[src/rtl/clock_set_ctrl.sv]
// clock_set_ctrl: mode/time-set controller between front-panel keys and the timer
// Inputs : CP clock, CR sync active-high reset, TICK_1K/TICK_1 enables,
//          KEY_MODE/KEY_UP/KEY_DOWN raw keys, Q_H/Q_M/Q_S current BCD time.
// Outputs: CE count enable, PE load pulse, D_H/D_M/D_S BCD presets,
//          SEL edited field, BLINK blank hint, MODE state code.
// Option : CLOCK_SET_AUTOREPEAT_EN enables hold-to-repeat on UP/DOWN.
module clock_set_ctrl #(
  parameter int DEBOUNCE_TICKS = 20,
  parameter int BLINK_DIV      = 250,
  parameter int TIMEOUT_S      = 30
) (
  input  logic       CP,
  input  logic       CR,
  input  logic       TICK_1K,
  input  logic       TICK_1,
  input  logic       KEY_MODE,
  input  logic       KEY_UP,
  input  logic       KEY_DOWN,
  input  logic [7:0] Q_H,
  input  logic [7:0] Q_M,
  input  logic [7:0] Q_S,
  output logic       CE,
  output logic       PE,
  output logic [7:0] D_H,
  output logic [7:0] D_M,
  output logic [7:0] D_S,
  output logic [1:0] SEL,
  output logic       BLINK,
  output logic [2:0] MODE
);
  localparam int DW = $clog2(DEBOUNCE_TICKS + 1);
  localparam int BW = $clog2(BLINK_DIV);
  localparam int TW = $clog2(TIMEOUT_S + 1);

  typedef enum logic [2:0] {RUN = 3'd0, SET_H = 3'd1, SET_M = 3'd2, SET_S = 3'd3, COMMIT = 3'd4} state_t;
  state_t state, nxt;

  logic [2:0]    raw, acc, acc_q;
  logic [DW-1:0] db_cnt [3];
  logic [1:0]    rep;
  logic [BW-1:0] blink_cnt;
  logic [TW-1:0] to_cnt;
  logic          mode_ev, up_ev, dn_ev, any_ev, step, in_set, to_hit, blink_clr;

  function automatic logic [7:0] bcd_clamp(input logic [7:0] v, input logic [7:0] mx);
    return (v[3:0] > 4'd9 || v > mx) ? mx : v;
  endfunction

  function automatic logic [7:0] bcd_step(input logic [7:0] v, input logic [7:0] mx, input logic up);
    if (up) return v == mx ? 8'h00 : v[3:0] == 4'd9 ? {v[7:4] + 4'd1, 4'd0} : v + 8'd1;
    return v == 8'h00 ? mx : v[3:0] == 4'd0 ? {v[7:4] - 4'd1, 4'd9} : v - 8'd1;
  endfunction

  assign raw = {KEY_DOWN, KEY_UP, KEY_MODE};

  // Accepted level flips only after DEBOUNCE_TICKS consecutive disagreeing ticks.
  always_ff @(posedge CP)
    for (int i = 0; i < 3; i++)
      if (CR) begin
        db_cnt[i] <= '0;
        acc[i]    <= 1'b0;
        acc_q[i]  <= 1'b0;
      end else begin
        acc_q[i] <= acc[i];
        if (raw[i] == acc[i]) db_cnt[i] <= '0;
        else if (TICK_1K) begin
          db_cnt[i] <= db_cnt[i] == DW'(DEBOUNCE_TICKS - 1) ? '0 : db_cnt[i] + DW'(1);
          acc[i]    <= db_cnt[i] == DW'(DEBOUNCE_TICKS - 1) ? raw[i] : acc[i];
        end
      end

`ifdef CLOCK_SET_AUTOREPEAT_EN
  // First repeat after 500 held ticks, then every 100 (counter reloads to 399).
  logic [9:0] rep_cnt [2];
  always_ff @(posedge CP)
    for (int i = 0; i < 2; i++)
      if (CR || !acc[i+1]) begin
        rep_cnt[i] <= '0;
        rep[i]     <= 1'b0;
      end else begin
        rep[i] <= TICK_1K && rep_cnt[i] == 10'd499;
        if (TICK_1K) rep_cnt[i] <= rep_cnt[i] == 10'd499 ? 10'd399 : rep_cnt[i] + 10'd1;
      end
`else
  assign rep = 2'b00;
`endif

  assign mode_ev   = acc[0] & ~acc_q[0];
  assign up_ev     = (acc[1] & ~acc_q[1]) | rep[0];
  assign dn_ev     = (acc[2] & ~acc_q[2]) | rep[1];
  assign any_ev    = mode_ev | up_ev | dn_ev;
  assign step      = !mode_ev && (up_ev ^ dn_ev);
  assign in_set    = state inside {SET_H, SET_M, SET_S};
  assign to_hit    = in_set && !any_ev && TICK_1 && to_cnt == TW'(TIMEOUT_S - 1);
  assign blink_clr = !(nxt inside {SET_H, SET_M, SET_S}) || nxt != state || up_ev || dn_ev;

  always_comb
    nxt = (state == COMMIT || to_hit) ? RUN :
          mode_ev ? (state == SET_S ? COMMIT : state_t'(state + 3'd1)) : state;

  // Outputs are registered from the next state so they track it edge-for-edge.
  always_ff @(posedge CP)
    if (CR) begin
      state <= RUN;
      CE    <= 1'b1;
      PE    <= 1'b0;
      SEL   <= 2'd0;
      MODE  <= 3'd0;
    end else begin
      state <= nxt;
      CE    <= nxt == RUN;
      PE    <= nxt == COMMIT;
      SEL   <= nxt[1:0];
      MODE  <= nxt;
    end

  always_ff @(posedge CP)
    if (CR) begin
      D_H <= 8'h00;
      D_M <= 8'h00;
      D_S <= 8'h00;
    end else if (state == RUN && mode_ev) begin
      D_H <= bcd_clamp(Q_H, 8'h23);
      D_M <= bcd_clamp(Q_M, 8'h59);
      D_S <= bcd_clamp(Q_S, 8'h59);
    end else if (step) begin
      if (state == SET_H) D_H <= bcd_step(D_H, 8'h23, up_ev);
      if (state == SET_M) D_M <= bcd_step(D_M, 8'h59, up_ev);
      if (state == SET_S) D_S <= bcd_step(D_S, 8'h59, up_ev);
    end

  always_ff @(posedge CP)
    if (CR || !in_set || any_ev || to_hit) to_cnt <= '0;
    else if (TICK_1) to_cnt <= to_cnt + TW'(1);

  always_ff @(posedge CP)
    if (CR || blink_clr) begin
      blink_cnt <= '0;
      BLINK     <= 1'b0;
    end else if (TICK_1K) begin
      blink_cnt <= blink_cnt == BW'(BLINK_DIV - 1) ? '0 : blink_cnt + BW'(1);
      BLINK     <= BLINK ^ (blink_cnt == BW'(BLINK_DIV - 1));
    end
endmodule

[config.mk]
export PLATFORM = sky130hd
export DESIGN_NAME = clock_set_ctrl
export DESIGN_NICKNAME = d
export VERILOG_FILES = /design/src/rtl/clock_set_ctrl.sv
export SDC_FILE = /design/constraint.sdc
export NUM_CORES = 1
export LEC_CHECK = 0
export ABC_AREA = 1
export BUFFER_PORTS_ARGS = -buffer_cell sky130_fd_sc_hd__buf_2
export CELL_PAD_IN_SITES_DETAIL_PLACEMENT = 0
export CELL_PAD_IN_SITES_GLOBAL_PLACEMENT = 1
export CORE_ASPECT_RATIO = 1.1
export CORE_MARGIN = 3
export CORE_UTILIZATION = 46
export CTS_BUF_LIST = sky130_fd_sc_hd__clkbuf_8
export DETAILED_ROUTE_END_ITERATION = 16
export GPL_TIMING_DRIVEN = 0
export PLACE_DENSITY = 0.95
export SETUP_SLACK_MARGIN = 0.1
export SLEW_MARGIN = 20
export SYNTH_ARGS = -nofsm -noshare
export SYNTH_HDL_FRONTEND = slang
export SYNTH_SLANG_ARGS = --single-unit
[constraint.sdc]
create_clock -name CP -period 5.05 [get_ports CP]
set_input_delay 0.2525 -clock CP [delete_from_list [all_inputs] [get_ports CP]]
set_output_delay 0.2525 -clock CP [all_outputs]
set_load 0.005 [all_outputs]
==> After elaboration in Yosys (flattened, before gate mapping) <==
Memory sizes are Yosys's and may differ from the RTL's.
Cells that the tools add are included.
{ "op_classes": {"addsub": 18, "mul": 0, "div_mod_pow": 0, "n_lt_le_gt_ge": 6, "n_eq_ne": 23, "n_shift": 0, "muxes": 77, "n_bitwise": 19, "n_reduce_logical": 40} }
{ "op_table": {"columns": ["op", "n"], "rows": [
  ["$mux 8", 31],
  ["$mux 5", 9],
  ["$mux 1", 34],
  ["$add 8x1->8 const B", 4],
  ["$logic_not 8->1", 3],
  ["$sub 8x1->8 const B", 3],
  ["$add 5x1->5 const B", 4],
  ["$eq 5x5->1 const B", 4],
  ["$eq 8x7->1 const B", 2],
  ["$gt 8x7->1 const B", 2],
  ["$add 4x1->4 const B", 3],
  ["$eq 3x2->1 const B", 4],
  ["$eq 4x4->1 const B", 3],
  ["$gt 4x4->1 const B", 3],
  ["$logic_not 4->1", 3],
  ["$sub 4x1->4 const B", 3],
  ["$logic_or 1x1->1", 11],
  ["$mux 3", 3],
  ["$reduce_and 3->1", 3],
  ["$eq 8x6->1 const B", 1],
  ["$eq 8x8->1 const B", 1],
  ["$gt 8x6->1 const B", 1],
  ["$or 1x1->1", 8],
  ["$reduce_bool 2->1", 4],
  ["13 further kinds", 36]
]} }
{ "totals": {"register_bits": 51, "latch_bits": 0, "mem_bits_rw": 15, "rom_bits": 0, "in_bits": 31, "out_inout_bits": 32, "wordCells": 198, "n_memories": 1} }
{ "mem_list": {"columns": ["name", "words", "word_bits", "rd", "rd_clocked_by_memory_dff", "write_ports", "line", "source"], "rows": [
  ["db_cnt", 3, 5, 3, 0, 3, "39", "logic [DW-1:0] db_cnt [3];"]
]} }

==> Longest topological paths before layout <==
{ "logic_depth": {"ltp_word": 17, "mapped_depth": 11, "mapped_depth_nobuf": 11} }

==> Least setup slack after synthesis <==
OpenSTA, ideal clock, no wires.
{ "synth_path": {"path_type": "reg2reg", "startpoint": "register, netlist name SEL[0]", "endpoint": "register BLINK", "t_arrival_ns": 1.571, "slack_ns": 3.413, "stages_incl_launch_ff": 10, "path_buffers": 0, "cell_sequence": "dfxtp_1 -> ha_1 -> ha_1 -> inv_1 -> nand3_2 -> nand3_4 -> o211ai_1 -> nor2_2 -> nand3_4 -> nor2_1"} }
{ "synth_rtl": {"columns": ["element", "line", "source"], "rows": [
  ["end signal: assignment", "142", "BLINK <= BLINK ^ (blink_cnt == BW'(BLINK_DIV - 1));"],
  ["end: declaration", "28", "output logic BLINK,"]
]} }

==> Worst setup path in the final report <==
{ "layout_path": {"startpoint": "register D_S[0]", "endpoint": "register D_S[6]"} }
{ "layout_between": {"elab_chain_cells": 8, "elab_cells_between_ends": 15, "cone_classes": "2 x add/sub; 2 x eq/ne; 9 x mux; 2 x reduce/logical"} }
{ "layout_rtl": {"columns": ["element", "line", "source"], "rows": [
  ["start: declaration", "26", "output logic [7:0] D_S,"],
  ["start signal: assignment", "125", "D_S <= bcd_clamp(Q_S, 8'h59);"],
  ["start signal: assignment", "129", "if (state == SET_S) D_S <= bcd_step(D_S, 8'h59, up_ev);"],
  ["$add 8x1->8 or $eq 4x4->1 (tied branches)", "50", "if (up) return v == mx ? 8'h00 : v[3:0] == 4'd9 ? {v[7:4] + 4'd1, 4'd0} : v + 8'd1;"],
  ["$mux 8 (3 in a row)", "50", null],
  ["$mux 8 *", "51", "return v == 8'h00 ? mx : v[3:0] == 4'd0 ? {v[7:4] - 4'd1, 4'd9} : v - 8'd1;"],
  ["$mux 8 *", "129", null],
  ["$mux 8 *", "126", "end else if (step) begin"],
  ["$mux 8 *", "122", "end else if (state == RUN && mode_ev) begin"]
]} }
Every way passes the cells marked *; elsewhere a longest branch is shown, timed or not. The select of a mux whose other input is x is not followed.
A chain may end at the register's enable or synchronous reset.

==> run summary <==
Status = finished clean
Synth Flop Type = dfxtp_1
Slew Limit Headroom = 57.7%
Cell variety after synth = 35
Final worst path period share = 39.3%
CTS tree = done
Max VDD drop = 0.125 mV
Post-synth design cell area = 4840 µm²
GR Overflow Total = 0
F_max = 504 MHz
Flip-flop and latch count after synthesis = 64
IO Count = 63
Most common cell in the netlist = nand2_1
Worst hold slack = 162 ps
DP Worst Slack = 3100 ps
Share of cells above drive strength 1 = 15.1%
First-pass GRT wire length = 21.0 mm
Initial Util = 48.1%
Post-synth net total = 782
Dominant cells by area after synthesis = dfxtp_1, nand2_1, nand3_1
Critical path startpoint category = flip-flop
Setup ws final = 3060 ps
Max_cap viols = 0
Crit-path cells = inv_1 -> ha_1 -> o21ai_0 -> inv_1 -> nand3_1 -> nand2_1 -> nand2_1 -> nand3_1 -> nand2_1 -> a21oi_1
Total number of vias = 4850
Slew at the pin closest to its max-slew limit = 635 ps
Drt drc = 0
Core box area = 10100 µm²
EDFF count, synth = 15
Post-CTS Resized = 0
Initial detailed-routing violation count = 260
RSZ-0062 raised after global routing = no
PD cells = 215 nW/µm²
Root buffer cell = clkbuf_8
Hpwl dp = 9.46 mm
CP Max Fanout = 8
I/O Buffers = 62
Layout area overhead = 15.6%
Post-DR wirelength/cell = 13.2 µm
Dominant cell type by area after synthesis = dfxtp_1
Critical path type = reg2reg
Tmin final = 1990 ps
Clock tree buffer depth = 2
Fin. max-slew vios = 0
Final hold violation count = 0
Vias in the first global route = 4658
Slowest-stage cell, CP = dfxtp_1
Total CTS buffers = 9
Sequential fraction of the synthesis area = 29.6%
Avg Cell Area, Syn = 6.74 µm²
N_diodes = 0
Die ar. = 11800 µm²
Syn Inst Count = 719
Final #Nets = 855
Vias per inst = 5.18
All-layer global routing usage = 21.5%
Setup Total Neg Slack = 0 ps
Hold Crit Class = in2reg
Synth warn = 0
Critical Path Most Common Cell = nand2_1
Antenna violations before repair = 0
Post-synth top cells = nand2_1, nand3_1, nor2_1, inv_1, dfxtp_1
CTS Hold Buffers Added = 0
Drt pass-1 iters = 5
Leakage dissipation = 2.59 nW
Crit path DAT = 2200 ps
Cell Rows = 38
Chip Height = 114 µm
Largest net degree at the start of global routing = 13
H-tree depth = 3
CP peak stage delay = 480 ps
Final WL = 12.4 mm
Sink Count = 64
Postcts setup bufs = 0
Final Setup Violations = 0
Routability cong. = 0.901
Critical Path RT = 5260 ps
Die width = 104 µm
Setup Skew = 12.4 ps
Worst-path clk slew = 80 ps
Top cell type's share of synthesized area = 20.3%
Crit end category = flip-flop
Antenna Nets Post-Route = 0
Post-synth ARST share = 0%
Clock latency on the worst-skew pair = 350 ps
worst max-delay path, delay by kind of cell, from the launching register on:
family | cells | cell delay (ps)
DFF | 1 | 480
AOI/OAI and AO/OA | 2 | 450
and+or+nand+nor | 5 | 330
adders and majority gates | 1 | 260
buffers and inverters | 2 | 310
power breakdown:
part           internal, mW  switching [mW]
Clock                 0.391           0.214
Sequential            0.531         0.00635
Combinational        0.0231          0.0379
state kept, by name, indices dropped and copies added, names as in the netlist:
signal     flops
D_M            8
BLINK          1
PE             1
state          2
blink_cnt      8
D_H            8
CE             1
db_cnt        15
D_S            8
SEL            1
to_cnt         5
acc            3
acc_q          3
layer usage:
layer / vias up / track usage [%] / routed length (µm)
met2: 151 / 37.1 / 5940
met5: - / 0 / 0
li1: 2515 / - / -
met4: 0 / 10.2 / 283
met1: 2163 / 26.3 / 5480
met3: 21 / 3.85 / 683
path summary, 6_finish.rpt:
check	start	end	slack, ps	cells after the start
worst min register to register	acc[2]	acc_q[2]	490	2
worst max-delay path	D_S[0]	D_S[6]	3060	10
worst max register to register	D_S[0]	D_S[6]	3060	10
worst min-delay path	Q_M[2]	D_M[2]	160	3
layout by cell type (no fill, tap or decap), types with 6 or more instances in the layout:
cell type,count
ha_1,32
nand2_1,153
nand4_1,19
xnor2_1,6
nor2_4,7
inv_1,84
edfxtp_1,15
nor3_1,12
dfxtp_1,49
xor2_1,16
a21oi_1,39
inv_2,6
nand3_1,93
buf_2,69
o21ai_0,48
clkbuf_8,10
clkbuf_1,7
nor2_1,86
layout make-up:
cell class                 count  area [µm²]
multi-input combinational    548        2980
fill                        1009        4480
clock inverter                 6         133
clock buffer                  10         138
inverter                      89         334
buffer                        18        95.1
sequential                    64        1430
timing repair buffer          62         310
tap                          140         175
per-stage QoR:
step                      power [mW]  cell area, µm²  util, %  std cells
after floorplan                0.582            4840        -        719
after global placement         0.607            5330     52.9        921
after detailed placement       0.610            5330     52.9        921
after CTS                       1.21            5600     55.5        937
after global routing            1.24            5600     55.5        937
final                           1.20            5600     55.5        937
cells by family (layout without fill, tap and decap cells):
logic type	after synthesis	count (layout)	synth area share, %
buffers and inverters	107	185	8.86
DFF	64	64	29.6
AOI/OAI and AO/OA	103	103	11.4
and+or+nand+nor	390	390	37.7
muxes	1	1	0.207
adders and majority gates	32	32	8.27
xor gates and xnor gates	22	22	3.98
(Power assumes the default switching activity.)
